===== src/rtl/div_pkg.sv =====
// Shared RV32M divide definitions: func3 codes, divider state encoding and operand helpers.
package div_pkg;

  localparam int unsigned XLEN_P = 32;

  localparam logic [6:0] INST_TYPE_R_M = 7'b0110011;

  localparam logic [2:0] INST_MUL    = 3'b000;
  localparam logic [2:0] INST_MULH   = 3'b001;
  localparam logic [2:0] INST_MULHSU = 3'b010;
  localparam logic [2:0] INST_MULHU  = 3'b011;
  localparam logic [2:0] INST_DIV    = 3'b100;
  localparam logic [2:0] INST_DIVU   = 3'b101;
  localparam logic [2:0] INST_REM    = 3'b110;
  localparam logic [2:0] INST_REMU   = 3'b111;

  typedef enum logic [1:0] {
    DIV_IDLE  = 2'd0,
    DIV_START = 2'd1,
    DIV_CALC  = 2'd2,
    DIV_END   = 2'd3
  } div_state_e;

  function automatic logic is_signed_op(input logic [2:0] op);
    return (op == INST_DIV) || (op == INST_REM);
  endfunction

  function automatic logic is_rem_op(input logic [2:0] op);
    return (op == INST_REM) || (op == INST_REMU);
  endfunction

  function automatic logic [XLEN_P-1:0] neg32(input logic [XLEN_P-1:0] v);
    return (~v) + {{(XLEN_P-1){1'b0}}, 1'b1};
  endfunction

  // Magnitude for signed ops, pass-through for unsigned; 0x80000000 maps to itself.
  function automatic logic [XLEN_P-1:0] mag32(input logic [XLEN_P-1:0] v, input logic sgn);
    return (sgn && v[XLEN_P-1]) ? neg32(v) : v;
  endfunction

endpackage


===== src/rtl/div.sv =====
// Multi-cycle RV32M divider (DIV/DIVU/REM/REMU), radix-2 restoring, one quotient bit per cycle.
// Optional DIV_FAST_SPECIAL_EN: divide-by-zero and signed overflow resolved in START (2-cycle latency).
module div
  import div_pkg::*;
#(
  parameter int unsigned XLEN = 32
) (
  input  logic            clk,
  input  logic            rst_n,
  input  logic            start_i,
  input  logic [2:0]      op_i,
  input  logic [XLEN-1:0] dividend_i,
  input  logic [XLEN-1:0] divisor_i,
  input  logic [4:0]      rd_addr_i,
  input  logic            flush_i,
  output logic            busy_o,
  output logic            ready_o,
  output logic [XLEN-1:0] result_o,
  output logic [4:0]      rd_addr_o
);

  div_state_e      state_q, state_d;
  logic [2:0]      op_q, op_d;
  logic [XLEN-1:0] dividend_q, dividend_d;
  logic [XLEN-1:0] divisor_q, divisor_d;
  logic [4:0]      rd_q, rd_d;
  logic [XLEN-1:0] rem_q, rem_d;
  logic [XLEN-1:0] quot_q, quot_d;
  logic [XLEN-1:0] bmag_q, bmag_d;
  logic [4:0]      count_q, count_d;
  logic            busy_q, busy_d;
  logic            ready_q, ready_d;
  logic [XLEN-1:0] result_q, result_d;
  logic [4:0]      rd_out_q, rd_out_d;

  logic            op_signed;
  logic            op_rem;
  logic            a_neg;
  logic            b_neg;
  logic            b_zero;
  logic [XLEN:0]   rem_shift;
  logic [XLEN:0]   trial;
  logic [XLEN-1:0] step_rem;
  logic [XLEN-1:0] step_quot;
  logic [XLEN-1:0] fix_quot;
  logic [XLEN-1:0] fix_rem;
  logic [XLEN-1:0] final_res;

  always_comb begin
    op_signed = is_signed_op(op_q);
    op_rem    = is_rem_op(op_q);
    a_neg     = op_signed && dividend_q[XLEN-1];
    b_neg     = op_signed && divisor_q[XLEN-1];
    b_zero    = (divisor_q == '0);
  end

  // One restoring step: the remainder is bounded by |b|, so bit XLEN of the trial is its sign.
  always_comb begin
    rem_shift = {rem_q, quot_q[XLEN-1]};
    trial     = rem_shift - {1'b0, bmag_q};
    if (!trial[XLEN]) begin
      step_rem  = trial[XLEN-1:0];
      step_quot = {quot_q[XLEN-2:0], 1'b1};
    end else begin
      step_rem  = rem_shift[XLEN-1:0];
      step_quot = {quot_q[XLEN-2:0], 1'b0};
    end
  end

  // Quotient negation is suppressed for b = 0 so the all-ones result survives signed ops.
  always_comb begin
    fix_quot  = ((a_neg ^ b_neg) && !b_zero) ? neg32(step_quot) : step_quot;
    fix_rem   = a_neg ? neg32(step_rem) : step_rem;
    final_res = op_rem ? fix_rem : fix_quot;
  end

`ifdef DIV_FAST_SPECIAL_EN
  logic            sgn_ovf;
  logic [XLEN-1:0] special_res;

  always_comb begin
    sgn_ovf = op_signed && (dividend_q == {1'b1, {(XLEN-1){1'b0}}}) && (divisor_q == '1);
    if (b_zero) begin
      special_res = op_rem ? dividend_q : '1;
    end else begin
      special_res = op_rem ? '0 : dividend_q;
    end
  end
`endif

  always_comb begin
    state_d    = state_q;
    op_d       = op_q;
    dividend_d = dividend_q;
    divisor_d  = divisor_q;
    rd_d       = rd_q;
    rem_d      = rem_q;
    quot_d     = quot_q;
    bmag_d     = bmag_q;
    count_d    = count_q;
    busy_d     = 1'b0;
    ready_d    = 1'b0;
    result_d   = '0;
    rd_out_d   = '0;

    unique case (state_q)
      DIV_IDLE: begin
        if (start_i) begin
          state_d    = DIV_START;
          op_d       = op_i;
          dividend_d = dividend_i;
          divisor_d  = divisor_i;
          rd_d       = rd_addr_i;
          busy_d     = 1'b1;
        end
      end
      DIV_START: begin
        rem_d   = '0;
        quot_d  = mag32(dividend_q, op_signed);
        bmag_d  = mag32(divisor_q, op_signed);
        count_d = '0;
        state_d = DIV_CALC;
        busy_d  = 1'b1;
`ifdef DIV_FAST_SPECIAL_EN
        if (b_zero || sgn_ovf) begin
          state_d  = DIV_END;
          busy_d   = 1'b0;
          ready_d  = 1'b1;
          result_d = special_res;
          rd_out_d = rd_q;
        end
`endif
      end
      DIV_CALC: begin
        rem_d   = step_rem;
        quot_d  = step_quot;
        count_d = count_q + 5'd1;
        if (count_q == 5'd31) begin
          state_d  = DIV_END;
          ready_d  = 1'b1;
          result_d = final_res;
          rd_out_d = rd_q;
        end else begin
          busy_d = 1'b1;
        end
      end
      DIV_END: begin
        state_d = DIV_IDLE;
      end
      default: begin
        state_d = DIV_IDLE;
      end
    endcase

    // Flush overrides everything, including a start arriving in IDLE.
    if (flush_i) begin
      state_d  = DIV_IDLE;
      busy_d   = 1'b0;
      ready_d  = 1'b0;
      result_d = '0;
      rd_out_d = '0;
    end
  end

  always_ff @(posedge clk or negedge rst_n) begin
    if (!rst_n) begin
      state_q    <= DIV_IDLE;
      op_q       <= '0;
      dividend_q <= '0;
      divisor_q  <= '0;
      rd_q       <= '0;
      rem_q      <= '0;
      quot_q     <= '0;
      bmag_q     <= '0;
      count_q    <= '0;
      busy_q     <= 1'b0;
      ready_q    <= 1'b0;
      result_q   <= '0;
      rd_out_q   <= '0;
    end else begin
      state_q    <= state_d;
      op_q       <= op_d;
      dividend_q <= dividend_d;
      divisor_q  <= divisor_d;
      rd_q       <= rd_d;
      rem_q      <= rem_d;
      quot_q     <= quot_d;
      bmag_q     <= bmag_d;
      count_q    <= count_d;
      busy_q     <= busy_d;
      ready_q    <= ready_d;
      result_q   <= result_d;
      rd_out_q   <= rd_out_d;
    end
  end

  assign busy_o    = busy_q;
  assign ready_o   = ready_q;
  assign result_o  = result_q;
  assign rd_addr_o = rd_out_q;

endmodule


===== config.mk =====
export PLATFORM = sky130hd
export DESIGN_NAME = div
export DESIGN_NICKNAME = d
export VERILOG_FILES = /design/src/rtl/div_pkg.sv /design/src/rtl/div.sv
export SDC_FILE = /design/constraint.sdc
export NUM_CORES = 1
export LEC_CHECK = 0
export ABC_AREA = 1
export CORE_MARGIN = 5
export CORE_UTILIZATION = 55
export CTS_BUF_LIST = sky130_fd_sc_hd__clkbuf_16
export DETAILED_ROUTE_END_ITERATION = 10
export GPL_TIMING_DRIVEN = 0
export PLACE_DENSITY_LB_ADDON = 0.05
export SYNTH_ARGS = -nofsm -noshare
export SYNTH_HDL_FRONTEND = slang
export SYNTH_SLANG_ARGS = --single-unit
export TNS_END_PERCENT = 30

===== constraint.sdc =====
create_clock -name clk -period 8.5 [get_ports clk]
set_input_delay 0.85 -clock clk [delete_from_list [all_inputs] [get_ports clk]]
set_output_delay 0.85 -clock clk [all_outputs]
set_load 0.05 [all_outputs]

== After elaboration in Yosys (flattened, before gate mapping) ==
Index checks and enable logic that the tools add are counted.
Storage, ports and cells
  word-level logic and storage cells: 71
  input port bits: 76
  register bits after elaboration: 214
  output and inout port bits: 39
Cells by class
  reductions and logical operators: 11
  bitwise logic cells: 5
  add/subtract/negate cells: 6
  muxes and demuxes: 27
  eq/ne operators: 9
Operators with widths (count)
  2-to-1 mux 32 bit: 9
  adder 32 x 1 -> 32 bit, second input constant: 4
  NOT 32 bit: 4
  case mux 32 bit (2 select lines): 2
  subtractor 33 x 32 -> 33 bit: 1
  zero test 32 bit: 1
  2-to-1 mux 5 bit: 3
  case mux 5 bit (2 select lines): 1
  equality test 3 bit, second input constant: 3
  case mux 2 bit (4 select lines): 1
  2-to-1 mux 1 bit: 7
  2-to-1 mux 2 bit: 3
  != test 3 bit, second input constant: 2
  adder 5 x 1 -> 5 bit, second input constant: 1
  equality test 5 bit, second input constant: 1
  equality test 2 bit, second input constant: 2
  AND reduction 2 bit: 2
  logical AND 1 bit: 3
  case mux 1 bit (3 select lines): 1
  equality test 2 x 1 -> 1 bit, second input constant: 1
  zero test 2 bit: 1
  logical OR 1 bit: 2
  nonzero test 2 bit: 1
  zero test 1 bit: 1
  XOR 1 bit: 1

== Depth between registers and ports, before layout ==
  depth in word-level cells: 10
  mapped depth: 33
  mapped depth without buffers: 32

== Least setup slack after synthesis ==
OpenSTA, ideal clock, no wires.
  path type: reg2reg
  from: reg quot_q[31]
  to: reg result_q[30] (netlist: result_o[30])
  clock period less this slack: 3.685 ns
  required time: 8.387 ns
  arrival: 3.572 ns
  setup time: 0.113 ns
  cell stages (with the launch flop): 33
  slack: 4.815 ns
  path buffers: 1
  cells stage by stage: dfrtp_1 -> inv_1 -> ha_1 -> inv_1 -> fa_1 -> nand2_1 -> nand2_1 -> nand3_1 -> nand2_2 -> nand2_2 -> nand2_4 -> nand2_4 -> nand3_4 -> nand2_8 -> buf_4 -> ha_1 -> inv_1 -> nor2_1 -> nand2_1 -> nor2_1 -> inv_1 -> nor2_1 -> inv_1 -> nor2_1 -> inv_1 -> nor3_1 -> nand2_1 -> o21ai_0 -> o21ai_0 -> a21oi_1 -> nor2_1 -> nand2_1 -> inv_1
Between the ends
  longest elaborated chain between the ends: 9
  elaborated cells on any way between the ends: 13
  those cells by class: add/sub (3); mux (8); bitwise (2)
Ends and longest elaborated chain
  start: declaration: line div.sv:28  | logic [XLEN-1:0] quot_q, quot_d;
  start signal: assignment: line div.sv:187  | quot_q <= quot_d;
  subtractor 33 x 32 -> 33 bit: line div.sv:60  | trial = rem_shift - {1'b0, bmag_q};
  2-to-1 mux 1 bit / 2-to-1 mux 32 bit (equally long branches): line div.sv:61  | if (!trial[XLEN]) begin
  NOT 32 bit: line div_pkg.sv:33  | return (~v) + {{(XLEN_P-1){1'b0}}, 1'b1};
  adder 32 x 1 -> 32 bit: line div_pkg.sv:33
  2-to-1 mux 32 bit (on tied branches): line div.sv:72, div.sv:73
  2-to-1 mux 32 bit (*): line div.sv:74  | final_res = op_rem ? fix_rem : fix_quot;
  2-to-1 mux 32 bit (*): line div.sv:138  | if (count_q == 5'd31) begin
  2-to-1 mux 32 bit (*): line div.sv:106  | unique case (state_q)
  2-to-1 mux 32 bit (*): line div.sv:156  | if (flush_i) begin
  named net result_d[30]: line div.sv:33  | logic [XLEN-1:0] result_q, result_d;
  end signal: assignment: line div.sv:192  | result_q <= result_d;
  end: declaration: line div.sv:33
Mark *: on every way through the listed nets, which the timed path passes. The rest lies on a longest branch.
A chain may end at the register's enable or synchronous reset.

== Worst setup path after layout ==
Same ends and word-level chain as after synthesis.

==> flow_summary_export.csv <==
group,metric,value,unit
sta,fin_skew,0.0177,ns
cts,clock-sinks,214,
synthesis,synth_area,0.0145,mm²
power,pwr-share-comb,52.3,%
global_routing,gr-usage-met3,4.00,%
sta,hold_viol,0,
worst_setup_path,cp.required,8.91,ns
job,maxCapViolations,0,
global_routing,antenna_found_initial,0,
route,drtPass1Iterations,5,
worst_setup_path,critical_path_class,"flop to flop",
cts,postCtsHoldBufs,0,
worst_setup_path,timing.critical_path.mode_cell,"inv_1",
cts,post-cts-setup-buffers,0,
synthesis,ys_warn_count,0,
synthesis,synth_most_common_cell,"nand2_1",
worst_setup_path,startpoint_type,"flop",
cts,root_buffer,"clkbuf_16",
place,pre_cts_ws,4.06,ns
power,p_per_area,341,mW/mm²
route,drt-total-wl,43.7,mm
sta,maxSlewViolCount,0,
synthesis,synth_seq_area_share,37.0,%
sta,tightest_slew,0.993,ns
power,power_frac_seq,29.7,%
sta,fmax,0.220,GHz
place,numPortBuffers,114,
floorplan,rows,59,
sta,rsz0062_at_grt,"no",
finish,drive_gt1_share,6.71,%
worst_setup_path,arrival,4.96,ns
cts,htreeDepth,1,
place,place_congestion,0.969,
sta,post-route-period-util,53.5,%
cts,numCtsBuffers,25,
global_routing,grt-busiest-layer,"met2",
finish,syn2layout_area_growth,16.4,%
route,via_count,14000,
global_routing,grt_pass1_vias,13400,
synthesis,synth_top_area_cell,"dfrtp_1",
worst_setup_path,cp_max_fo,10,
status,status,"complete, no violations",
floorplan,die_w,172,µm
finish,stdcell_count,2541,
synthesis,synthArstFlopShare,100,%
worst_setup_path,slowest_delay,0.41,ns
cts,cts_tree,"yes",
sta,finalHoldWorstSlack,0.382,ns
worst_setup_path,crit_slowest_cell,"fa_1",
worst_setup_path,end_kind,"flop",
route,via_per_inst,5.51,
synthesis,ys.flop_type,"dfrtp_1",
synthesis,synthesis.nets,2167,
power,leakagePower,8.69,nW
floorplan,dieArea,0.0297,mm²
synthesis,synth_edf_count,0,
floorplan,coreArea,0.0260,mm²
cts,ctsLongestPathBuffers,3,
synthesis,synthTopCellsByCount,"nand2_1, inv_1, dfrtp_1, nor2_1, nand3_1",
global_routing,overflow,0,
finish,nets,2309,
power,switching_share,48.0,%
synthesis,synth-seq-cells,214,
route,wl_per_cell,17.2,µm
worst_hold_path,hold_class,"input port to async pin",
floorplan,io_pins,115,
synthesis,synth_cell_types,51,
place,dp.final_hpwl,34.8,mm
synthesis,avgSynthCellArea,7.08,µm²
power,intPower,0.00299,W
synthesis,synth_area_leaders,"dfrtp_1, nand2_1, inv_1, nor2_1, nand3_1",
worst_setup_path,reg2regPathDepth,32,
power,clkPwrFrac,18.0,%
global_routing,grt_pass1_wl,70.5,mm
route,drt_first_iter_violations,1277,
power,ir_worst_vdd,240,µV
global_routing,grt_max_degree,122,
route,ant_nets,0,
floorplan,die_y,172,µm
cts,clk_latency,0.52,ns
place,dp.cells,2497,
sta,setup_violations,0,
global_routing,use_met2,46.4,%
cts,clkTransAtPathRegs,0.06,ns
global_routing,use_met1,43.6,%
sta,period_minus_slack,4.55,ns
sta,slew_headroom,33.1,%
route,post-route-drc-count,0,
finish,diodes,0,
power,p_switching,0.00276,W
global_routing,grt_usage,29.8,%
sta,fin_ws,3.95,ns
cts,cts-resized-gates,0,
synthesis,syn_inst,2047,
synthesis,synth_top_area_share,37.0,%
floorplan,initial_core_util,55.7,%
layer usage:
metal	vias up	share of wire (%)
met3	83	7.2
met5	-	0
met2	524	43
met4	0	3.2
li1	6890	-
met1	6498	46
final cells by class:
class | instances | area [µm²]
clock inverters | 19 | 163
flip-flops and latches | 214 | 5360
repair buffers | 115 | 1170
clock buffers | 25 | 626
well taps | 335 | 419
plain buffers | 65 | 297
fillers | 2432 | 9120
multi-input cells | 1469 | 7710
inverters | 299 | 1120
power groups by stage:
stage                     clock, W  combinational (W)  sequential (W)
after detailed placement         0            0.00294         0.00171
after global routing       0.00110            0.00336         0.00175
after floorplan                  0            0.00213         0.00162
after global placement           0            0.00289         0.00170
final                      0.00104            0.00301         0.00171
after CTS                  0.00106            0.00296         0.00169
sequential cells by signal (all words and copies together), names as in the netlist:
register,flops
state_q,2
result_o,32
quot_q,32
op_q,3
dividend_q,32
rd_q,5
count_q,5
rem_q,32
ready_o,1
busy_o,1
rd_addr_o,5
divisor_q,32
bmag_q,32
critical path, delay by kind of cell, from the launching register on:
kind	cells	cell delay, ns
AO/OA/AOI/OAI	3	0.52
adder cells (fa/ha/maj)	3	0.74
buffers and inverters	8	0.68
flip-flops	1	0.36
AND/OR/NAND/NOR	18	2.12
cell families (layout without fill, tap and decap cells):
logic type	count (synthesis)	in the layout	synth area share, %
muxes	40	40	3.11
buffers and inverters	364	523	9.80
DFF	214	214	37.0
adders and majority gates	44	44	3.85
and+or+nand+nor	1010	1010	29.9
xor gates and xnor gates	66	66	3.99
AOI/OAI and AO/OA	309	309	12.4
path summary, 6_finish.rpt:
check / startpoint / to / slack [ns]
setup / recovery: quot_q[31] / result_o[30] / 3.95
hold / removal: rst_n / bmag_q[21] / 0.38
setup reg to reg: quot_q[31] / result_o[30] / 3.95
hold reg to reg: bmag_q[9] / bmag_q[9] / 0.49
max in group asynchronous: rst_n / dividend_q[16] / 7.06
min in group clk: bmag_q[9] / bmag_q[9] / 0.49
metrics by stage:
stage,instance area (µm²),TNS [ns],total power [W],util (%)
after global placement,16000,-537.26,0.00459,61.7
after floorplan,14500,0,0.00374,-
after CTS,16900,0,0.00571,64.9
after global routing,16900,0,0.00621,64.9
final,16900,0,0.00575,64.9
after detailed placement,16100,0,0.00465,61.9
cells in the final DEF, fill, tap and decap left out, types with 9 or more instances in the layout:
master,instances
clkbuf_1,46
a21oi_1,94
o221ai_1,26
nand4_1,15
clkbuf_16,25
nor3_1,41
xnor2_1,16
nand2_1,533
inv_1,293
nand2_2,22
o22ai_1,25
clkdlybuf4s50_1,113
xor2_1,50
clkinv_1,11
ha_1,43
o21ai_0,116
nand3_1,142
mux2_2,40
nor2_1,207
dfrtp_1,214
o211ai_1,9
No activity file was read; power rests on OpenSTA's default activity.
